===== src/rtl/uart_pkg.sv =====
// Shared types and helpers for the UART receiver.
// Parity modes, FSM encoding and parity calculation.
package uart_pkg;

  localparam int PAR_NONE = 0;
  localparam int PAR_EVEN = 1;
  localparam int PAR_ODD  = 2;

  typedef enum logic [2:0] {
    ST_IDLE,
    ST_START,
    ST_DATA,
    ST_PARITY,
    ST_STOP,
    ST_BREAK
  } rx_state_e;

  // Expected parity bit for a zero-extended data word.
  function automatic logic par_calc(
    input logic [8:0] d,
    input int         mode
  );
    logic p;
    p = ^d;
    return (mode == PAR_ODD) ? ~p : p;
  endfunction

endpackage


===== src/rtl/uart_rx_sampler.sv =====
// RX synchroniser and mid-bit 3-sample majority vote.
// Phase is owned by the FSM; this block only compares it.
module uart_rx_sampler
  import uart_pkg::*;
#(
  parameter int OS = 16,
  parameter int PW = $clog2(OS)
) (
  input  logic          CLK,
  input  logic          rst,
  input  logic          os_tick,
  input  logic          RX,
  input  logic [PW-1:0] phase,
  output logic          rx_sync,
  output logic          sample_bit,
  output logic          vote_done,
  output logic          bit_done
);

  localparam logic [PW-1:0] PH_S0   = PW'(OS / 2 - 1);
  localparam logic [PW-1:0] PH_S1   = PW'(OS / 2);
  localparam logic [PW-1:0] PH_S2   = PW'(OS / 2 + 1);
  localparam logic [PW-1:0] PH_LAST = PW'(OS - 1);

  logic [1:0] sync_q, sync_d;
  logic       s0_q, s0_d;
  logic       s1_q, s1_d;
  logic       maj_q, maj_d;
  logic       vote;

  assign rx_sync = sync_q[1];

  // Third sample is taken live on the vote tick.
  assign vote = (s0_q & s1_q)
              | (s0_q & rx_sync)
              | (s1_q & rx_sync);

  assign vote_done  = os_tick && (phase == PH_S2);
  assign bit_done   = os_tick && (phase == PH_LAST);
  assign sample_bit = (phase == PH_S2) ? vote : maj_q;

  always_comb begin
    sync_d = {sync_q[0], RX};
    s0_d   = s0_q;
    s1_d   = s1_q;
    maj_d  = maj_q;
    if (os_tick) begin
      if (phase == PH_S0) s0_d = rx_sync;
      if (phase == PH_S1) s1_d = rx_sync;
      if (phase == PH_S2) maj_d = vote;
    end
  end

  always_ff @(posedge CLK) begin
    if (rst) begin
      sync_q <= 2'b11;
      s0_q   <= 1'b1;
      s1_q   <= 1'b1;
      maj_q  <= 1'b1;
    end else begin
      sync_q <= sync_d;
      s0_q   <= s0_d;
      s1_q   <= s1_d;
      maj_q  <= maj_d;
    end
  end

endmodule


===== src/rtl/uart_rx_ex.sv =====
// Oversampling UART receiver with error reporting
// and a one-entry valid/ready output buffer.
module uart_rx_ex
  import uart_pkg::*;
#(
  parameter int OS        = 16,
  parameter int DATA_W    = 8,
  parameter int PARITY    = 0,
  parameter int STOP_BITS = 1
) (
  input  logic              CLK,
  input  logic              rst,
  input  logic              os_tick,
  input  logic              RX,
  output logic [DATA_W-1:0] m_data,
  output logic              m_valid,
  input  logic              m_ready,
  output logic              parity_err,
  output logic              framing_err,
  output logic              break_det,
  output logic              overrun
);

  localparam int PW = $clog2(OS);
  localparam int BW = $clog2(DATA_W);
  localparam logic [PW-1:0] PH_LAST = PW'(OS - 1);
  localparam logic [BW-1:0] IDX_LAST = BW'(DATA_W - 1);

  rx_state_e           state_q, state_d;
  logic [PW-1:0]       phase_q, phase_d;
  logic [BW-1:0]       bit_idx_q, bit_idx_d;
  logic                stop_idx_q, stop_idx_d;
  logic [DATA_W-1:0]   shift_q, shift_d;
  logic                par_q, par_d;
  logic [DATA_W-1:0]   m_data_q, m_data_d;
  logic                m_valid_q, m_valid_d;
  logic                perr_q, perr_d;
  logic                ferr_q, ferr_d;
  logic                brk_q, brk_d;
  logic                ovr_q, ovr_d;

  logic rx_sync, sample_bit, vote_done, bit_done;
  logic good, fail, last_stop, is_break;

  uart_rx_sampler #(
    .OS (OS),
    .PW (PW)
  ) u_sampler (
    .CLK        (CLK),
    .rst        (rst),
    .os_tick    (os_tick),
    .RX         (RX),
    .phase      (phase_q),
    .rx_sync    (rx_sync),
    .sample_bit (sample_bit),
    .vote_done  (vote_done),
    .bit_done   (bit_done)
  );

  assign last_stop = (STOP_BITS == 1) || stop_idx_q;
  assign is_break  = (shift_q == '0)
                  && ((PARITY == PAR_NONE) || !par_q);

  always_comb begin
    state_d    = state_q;
    phase_d    = phase_q;
    bit_idx_d  = bit_idx_q;
    stop_idx_d = stop_idx_q;
    shift_d    = shift_q;
    par_d      = par_q;
    good       = 1'b0;
    fail       = 1'b0;
    if (os_tick) begin
      phase_d = (phase_q == PH_LAST) ? '0 : phase_q + 1'b1;
      unique case (state_q)
        ST_IDLE: begin
          phase_d = '0;
          if (!rx_sync) begin
            phase_d = PW'(1);
            state_d = ST_START;
          end
        end
        ST_START: begin
          if (bit_done) begin
            if (sample_bit) begin
              state_d = ST_IDLE;
            end else begin
              bit_idx_d = '0;
              state_d   = ST_DATA;
            end
          end
        end
        ST_DATA: begin
          if (bit_done) begin
            shift_d = {sample_bit, shift_q[DATA_W-1:1]};
            if (bit_idx_q == IDX_LAST) begin
              stop_idx_d = 1'b0;
              state_d    = (PARITY != PAR_NONE)
                         ? ST_PARITY : ST_STOP;
            end else begin
              bit_idx_d = bit_idx_q + 1'b1;
            end
          end
        end
        ST_PARITY: begin
          if (bit_done) begin
            par_d   = sample_bit;
            state_d = ST_STOP;
          end
        end
        ST_STOP: begin
          // Final stop bit ends at its vote tick for resync margin.
          if (vote_done && !sample_bit) begin
            fail = 1'b1;
          end else if (vote_done && last_stop) begin
            good = 1'b1;
          end else if (bit_done) begin
            stop_idx_d = 1'b1;
          end
          if (good || fail) begin
            phase_d = '0;
            state_d = (fail && is_break) ? ST_BREAK : ST_IDLE;
          end
        end
        ST_BREAK: begin
          phase_d = '0;
          if (rx_sync) state_d = ST_IDLE;
        end
        default: begin
          phase_d = '0;
          state_d = ST_IDLE;
        end
      endcase
    end
  end

  always_comb begin
    m_data_d  = m_data_q;
    m_valid_d = m_valid_q;
    perr_d    = 1'b0;
    ferr_d    = fail && !is_break;
    brk_d     = fail && is_break;
    ovr_d     = 1'b0;
    if (good) begin
      if (!m_valid_q || m_ready) begin
        m_data_d  = shift_q;
        m_valid_d = 1'b1;
        perr_d    = (PARITY != PAR_NONE)
                 && (par_q != par_calc(9'(shift_q), PARITY));
      end else begin
        ovr_d = 1'b1;
      end
    end else if (m_valid_q && m_ready) begin
      m_valid_d = 1'b0;
    end
  end

  always_ff @(posedge CLK) begin
    if (rst) begin
      state_q    <= ST_IDLE;
      phase_q    <= '0;
      bit_idx_q  <= '0;
      stop_idx_q <= 1'b0;
      shift_q    <= '0;
      par_q      <= 1'b0;
      m_data_q   <= '0;
      m_valid_q  <= 1'b0;
      perr_q     <= 1'b0;
      ferr_q     <= 1'b0;
      brk_q      <= 1'b0;
      ovr_q      <= 1'b0;
    end else begin
      state_q    <= state_d;
      phase_q    <= phase_d;
      bit_idx_q  <= bit_idx_d;
      stop_idx_q <= stop_idx_d;
      shift_q    <= shift_d;
      par_q      <= par_d;
      m_data_q   <= m_data_d;
      m_valid_q  <= m_valid_d;
      perr_q     <= perr_d;
      ferr_q     <= ferr_d;
      brk_q      <= brk_d;
      ovr_q      <= ovr_d;
    end
  end

  assign m_data      = m_data_q;
  assign m_valid     = m_valid_q;
  assign parity_err  = perr_q;
  assign framing_err = ferr_q;
  assign break_det   = brk_q;
  assign overrun     = ovr_q;

endmodule


===== config.mk =====
export PLATFORM = sky130hd
export DESIGN_NAME = uart_rx_ex
export DESIGN_NICKNAME = d
export VERILOG_FILES = /design/src/rtl/uart_pkg.sv /design/src/rtl/uart_rx_sampler.sv /design/src/rtl/uart_rx_ex.sv
export SDC_FILE = /design/constraint.sdc
export NUM_CORES = 1
export LEC_CHECK = 0
export ABC_AREA = 1
export BUFFER_PORTS_ARGS = -buffer_cell sky130_fd_sc_hd__buf_2
export CAP_MARGIN = 40
export CORE_ASPECT_RATIO = 0.7
export CORE_UTILIZATION = 45
export CTS_CLUSTER_DIAMETER = 200
export DETAILED_ROUTE_END_ITERATION = 8
export PLACE_DENSITY_LB_ADDON = 0.12
export SKIP_LAST_GASP = 1
export SLEW_MARGIN = 25
export SYNTH_ARGS = -nofsm -noshare
export SYNTH_HDL_FRONTEND = slang
export SYNTH_SLANG_ARGS = --single-unit

===== constraint.sdc =====
create_clock -name CLK -period 2.2 [get_ports CLK]
set_input_delay 0.11 -clock CLK [delete_from_list [all_inputs] [get_ports CLK]]
set_output_delay 0.11 -clock CLK [all_outputs]
set_load 0.02 [all_outputs]

* Word-level counts from Yosys, hierarchy flattened
Index checks and enable logic that the tools add are counted.
** Word-level totals
- Register bits after elaboration :: 35
- Input bits :: 5
- Output and inout bits :: 13
- Word-level logic and storage cells :: 101
** Operators by class
- $add $sub $neg :: 2
- Equality and inequality tests :: 20
- Muxes and demuxes :: 35
- Bitwise gates (word level) :: 6
- Reductions and logical operators :: 25
** Operators with widths (number)
- 3-bit two-way mux :: 12
- 3-bit case mux with 6 select lines :: 1
- 1-bit two-way mux :: 17
- 2-bit != test, second input constant :: 8
- 4-bit == test, second input constant :: 3
- 4-bit case mux with 3 select lines :: 1
- 3-bit == test, second input constant :: 3
- 8-bit logical NOT :: 1
- 4-bit two-way mux :: 2
- 2-bit AND reduction :: 4
- 8-bit AND reduction :: 1
- 1-bit logical AND :: 7
- 3-bit by 2-bit == test with 1-bit output, second input constant :: 2
- 3-bit case mux with 2 select lines :: 1
- 6-bit AND reduction :: 1
- 4-bit by 1-bit adder with 4-bit output, second input constant :: 1
- 4-bit by 3-bit == test with 1-bit output, second input constant :: 1
- 2-bit by 1-bit != test with 1-bit output, second input constant :: 2
- 2-bit nonzero test :: 2
- 3-bit by 1-bit adder with 3-bit output, second input constant :: 1
- 1-bit AND :: 3
- 3-bit by 1-bit == test with 1-bit output, second input constant :: 1
- 1-bit logical NOT :: 3
- 3-bit logical NOT :: 1
- other kinds (7) :: 9

* Logic depth before layout (Yosys ltp)
- Depth in word-level cells :: 13
- Gate-level depth with buffers :: 11
- Depth with buffers taken out :: 11

* Hierarchy
From an unflattened synthesis, not the netlist that was laid out.
** Unflattened totals
- Cells, all modules :: 256
- Area total of the unflattened synthesis :: 1736.7 sq um
** By module, submodules not included
- uart_rx_ex :: instances 1, cells each 208, area each 1446.4 sq um, seq. area each 600.6 sq um
- uart_rx_sampler :: instances 1, cells each 48, area each 290.3 sq um, seq. area each 100.1 sq um

* Worst setup path after synthesis
OpenSTA, ideal clock, no wires.
- Kind :: reg2reg
- Start point :: register phase_q[0]
- End point :: register state_q[1]
- Library setup time :: 0.114 ns
- Arrival time :: 1.219 ns
- Data required time :: 2.086 ns
- Slack :: 0.867 ns
- Cell stages (with the launch flop) :: 9
- Path buffers :: 0
- Clock period less this slack :: 1.333 ns
- Cells stage by stage :: dfxtp_1 ha_1 nand3_4 nand2_2 nand2_4 nor2_2 nand2_2 a21oi_1 nor2_1
** Between the ends
- Word-level cells in the longest chain between the ends :: 10
- Elaborated cells between the ends (all ways) :: 23
- Classes of those cells :: eq/ne (6); mux (11); reduce/logical (6)
** Ends and longest elaborated chain
- start, declared :: line uart_rx_ex.sv:30 : logic [PW-1:0] phase_q, phase_d;
- start signal, assigned :: line uart_rx_ex.sv:174 : phase_q <= phase_d;
- 4-bit == test :: line uart_rx_sampler.sv:38, uart_rx_sampler.sv:40
- 1-bit two-way mux
- 1-bit logical NOT :: line uart_rx_ex.sv:113 : if (vote_done && !sample_bit) begin
- 1-bit logical AND :: line uart_rx_ex.sv:113
- 1-bit two-way mux :: line uart_rx_ex.sv:113
- 1-bit two-way mux :: line uart_rx_ex.sv:75 : unique case (state_q)
- 1-bit two-way mux :: line uart_rx_ex.sv:73 : if (os_tick) begin
- 1-bit logical OR :: line uart_rx_ex.sv:120 : if (good || fail) begin
- 2-bit != test (no line)
- 8-bit AND reduction (no line)
- end signal, assigned :: line uart_rx_ex.sv:173 : state_q <= state_d;
- end, declared :: line uart_rx_ex.sv:29 : rx_state_e state_q, state_d;
Parallel ways exist; a longest one is shown, timed or not. The select of a mux whose other input is x is not followed.
A chain may end at the register's enable or synchronous reset.

* Final worst setup path
- Start point :: register phase_q[0]
- End point :: register bit_idx_q[2]
** Between the ends
- Word-level cells in the longest chain between the ends :: 4
- Elaborated cells between the ends (all ways) :: 8
- Classes of those cells :: eq/ne (5); mux (1); reduce/logical (2)
** Ends and longest elaborated chain
- 4-bit == test, on equally long branches :: line uart_rx_sampler.sv:40, uart_rx_sampler.sv:39
- 1-bit two-way mux or 1-bit logical AND (tied branches)
- 2-bit != test (no line)
- 6-bit AND reduction (no line) (*)
- end signal, assigned :: line uart_rx_ex.sv:175 : bit_idx_q <= bit_idx_d;
- end, declared :: line uart_rx_ex.sv:31 : logic [BW-1:0] bit_idx_q, bit_idx_d;
Every way passes the cells marked *; elsewhere a longest branch is shown, timed or not.

==> impl_metrics.py <==
metrics = {
    "status": {
        "status": "finished clean",
    },
    "floorplanning": {
        "start_util_pct": 48.21,
        "io_pins": 18,
        "dieArea_mm2": 0.004142,
        "rows": 18,
        "die_y_um": 54.15,
        "core-area_mm2": 0.003626,
        "die_w_um": 76.49,
    },
    "worst_setup_path": {
        "path_delay_family": "simple AND/OR/NAND/NOR gates",
        "max_stage_delay_ns": 0.42,
        "arrival_ns": 1.76,
        "r2r_end": "bit_idx_q[2]$_SDFFE_PP0P_",
        "path_buf_inv": 0,
        "worstPathCellList": "ha_1, nand3_4, nor2_4, nand2_4, nand2_2, nand2_1, nand2_1, nand2_1, nor2_1",
        "rr_startpoint": "phase_q[0]$_SDFFE_PP0P_",
        "crit_fanout": 9,
        "start_kind": "register",
        "r2r_cells": 9,
        "cp.required_ns": 2.42,
        "critPathSlowestCell": "dfxtp_1",
        "crit_type": "register to register",
        "end_kind": "register",
        "reg2reg_slack_ns": 0.66,
        "crit_top_cell": "nand2_1",
    },
    "place": {
        "dp_hpwl_um": 2680,
        "gp_congestion": 0.8123,
        "pre_cts_ws_ns": 0.6927,
        "placed_cell_area_mm2": 0.001861,
        "dp.cells": 299,
        "port_buffers": 16,
    },
    "cts": {
        "clkTransAtPathRegs_ns": 0.07,
        "clk_latency_ns": 0.28,
        "max-clock-path-buffers": 2,
        "post_cts_buffers": 0,
        "cts-root-buf": "clkbuf_8",
        "postCtsHoldBufs": 0,
        "clock_sink_count": 35,
        "numCtsBuffers": 5,
        "cts_tree": "done",
        "htree_levels": 2,
        "cts_resized": 0,
    },
    "min_path": {
        "worstHoldPathCells": 2,
        "min_from": "RX",
        "hold_path_class": "primary input to register",
        "holdPathEnd": "u_sampler.sync_q[0]$_SDFF_PP1_",
    },
    "detailed_routing": {
        "met2WireLength_um": 1355,
        "wl_per_cell_um": 11.79,
        "wl_met3_um": 197,
        "highest_layer": "met4",
        "num_vias": 1506,
        "drc_errors": 0,
        "wl_met1_um": 2017,
        "first_pass_iters": 4,
        "wl_um": 3608,
        "ant_nets": 0,
        "first_iter_violations": 60,
        "vias_per_cell": 4.922,
    },
    "cells_and_area": {
        "fill_cells": 380,
        "syn2layout_area_growth_pct": 11.45,
        "final_util_pct": 53.73,
        "n_antenna_cell": 0,
        "final_area_mm2": 0.001948,
        "layout.nets": 266,
        "fin_cells": 306,
        "drive_above_1_share_pct": 21.48,
    },
    "power_and_ir_drop": {
        "peakVddDrop_mv": 0.4307,
        "power_density_mw_per_mm2": 708.4,
        "leakage_nw": 0.8784,
        "p_total_mw": 1.380,
    },
    "global_route": {
        "grt_first_pass_wirelength_um": 5761,
        "grt_max_degree": 22,
        "grt_usage_pct": 18.72,
        "antenna_found_initial": 0,
        "first_global_vias": 1194,
        "grt_overflow": 0,
    },
    "timing": {
        "rsz0062_at_grt": "false",
        "fin_tns_setup_ns": 0,
        "clock_skew_ns": 0.004681,
        "whs_ns": 0.009948,
        "fmax_mhz": 650.1,
        "hold_viol_final": 0,
        "finalSetupViolCount": 0,
        "fin_ws_ns": 0.6618,
        "finalCritPeriodShare_pct": 69.92,
        "finalCriticalPeriod_ns": 1.538,
        "slew_violations": 0,
    },
    "synthesis": {
        "yosysSeqAreaShare_pct": 40.09,
        "synth_seq_cells": 35,
        "synth_ff_type": "dfxtp_1",
        "netlist_area_mm2": 0.001748,
        "synth-edff-count": 0,
        "synth_warnings": 0,
        "ys_types": 27,
        "syn_inst": 238,
        "async_flop_share_pct": 0,
        "syn_nets": 248,
        "avgSynthCellArea_um2": 7.344,
    },
    "job": {
        "max_cap_viol_count": 0,
    },
}
==> how the worst max path moves through the flow <==
stage / endpoint / depth (start not counted) / startpoint
floorplan: state_q[1]$_SDFFE_PP0P_ / 8 / phase_q[0]$_SDFFE_PP0P_
global placement: state_q[1]$_SDFFE_PP0P_ / 8 / phase_q[0]$_SDFFE_PP0P_
detailed placement: bit_idx_q[2]$_SDFFE_PP0P_ / 9 / phase_q[0]$_SDFFE_PP0P_
CTS: bit_idx_q[2]$_SDFFE_PP0P_ / 9 / phase_q[0]$_SDFFE_PP0P_
global route: bit_idx_q[2]$_SDFFE_PP0P_ / 9 / phase_q[0]$_SDFFE_PP0P_
finish: bit_idx_q[2]$_SDFFE_PP0P_ / 9 / phase_q[0]$_SDFFE_PP0P_
==> flip-flops by register name, summed over array words and instances, names as in the netlist <==
register          flops
m_data                8
shift_q               8
phase_q               4
bit_idx_q             3
state_q               3
u_sampler.sync_q      2
break_det             1
framing_err           1
m_valid               1
overrun               1
u_sampler.maj_q       1
u_sampler.s0_q        1
u_sampler.s1_q        1
==> logic make-up after synthesis <==
family                   share of synthesized area, %
AND/OR/NAND/NOR                                 36.43
AO/OA/AOI/OAI                                   12.31
flip-flops                                      40.09
buffers and inverters                           7.373
adder cells (fa/ha/maj)                         3.579
other                                          0.2145
==> worst register-to-register path, delay by kind of cell, from the launching register on <==
family                   cells  cell delay (ns)
flip-flops                   1             0.42
adder cells (fa/ha/maj)      1             0.31
AND/OR/NAND/NOR              8             0.75
==> cells in the mapped netlist (4+ instances only) <==
cell | instances | area share [%]
o21ai_0 | 12 | 3.4
nand3_1 | 11 | 3.1
nand2_1 | 57 | 12
nor2_4 | 4 | 2.6
ha_1 | 5 | 3.6
dfxtp_1 | 35 | 40
inv_2 | 6 | 1.3
nor2_2 | 5 | 1.8
nor2_1 | 26 | 5.6
nand4_1 | 5 | 1.8
a21oi_1 | 23 | 6.6
inv_1 | 18 | 3.9
nand2_2 | 7 | 2.5
==> per-layer routing <==
metal | track usage [%] | vias up
met1 | 27.72 | 669
li1 | - | 801
met2 | 25.68 | 31
met3 | 4.746 | 5
met4 | 6.731 | 0
met5 | 0 | -
==> cells in the final DEF (no fill, tap or decap) <==
cell type and instances:
nand2_1 57, dfxtp_1 35, nor2_1 26, a21oi_1 23, inv_1 18, buf_2 16, o21ai_0 12, nand3_1 11
nand2_2 7, inv_2 6, clkbuf_8 6, nor2_2 5, nand4_1 5, ha_1 5, nor2_4 4, nand2_4 3
o21ai_1 3, nand3_4 2, or2_2 2, nor3_1 2, nand4_4 1, clkinv_4 1, o221ai_1 1, or2_0 1
a21o_1 1, a21oi_2 1, conb_1 1, clkinv_2 1
==> final cells by class <==
type                            instances  area, um^2  area share, %
Clock buffer                            6       82.58          4.239
Inverter                               25       98.84          5.074
Clock inverter                          1       5.005         0.2569
Tap cell                               50       62.56          3.211
Timing Repair Buffer                   16       80.08          4.110
Sequential cell                        35       700.7          35.97
Multi-Input combinational cell        173       918.4          47.14
==> report_power, final <==
group | internal [mW] | total [mW] | switching [mW]
clock | 0.245 | 0.466 | 0.221
sequential | 0.650 | 0.675 | 0.0251
combinational | 0.0789 | 0.239 | 0.160
Power figures use the tool's default switching activity.
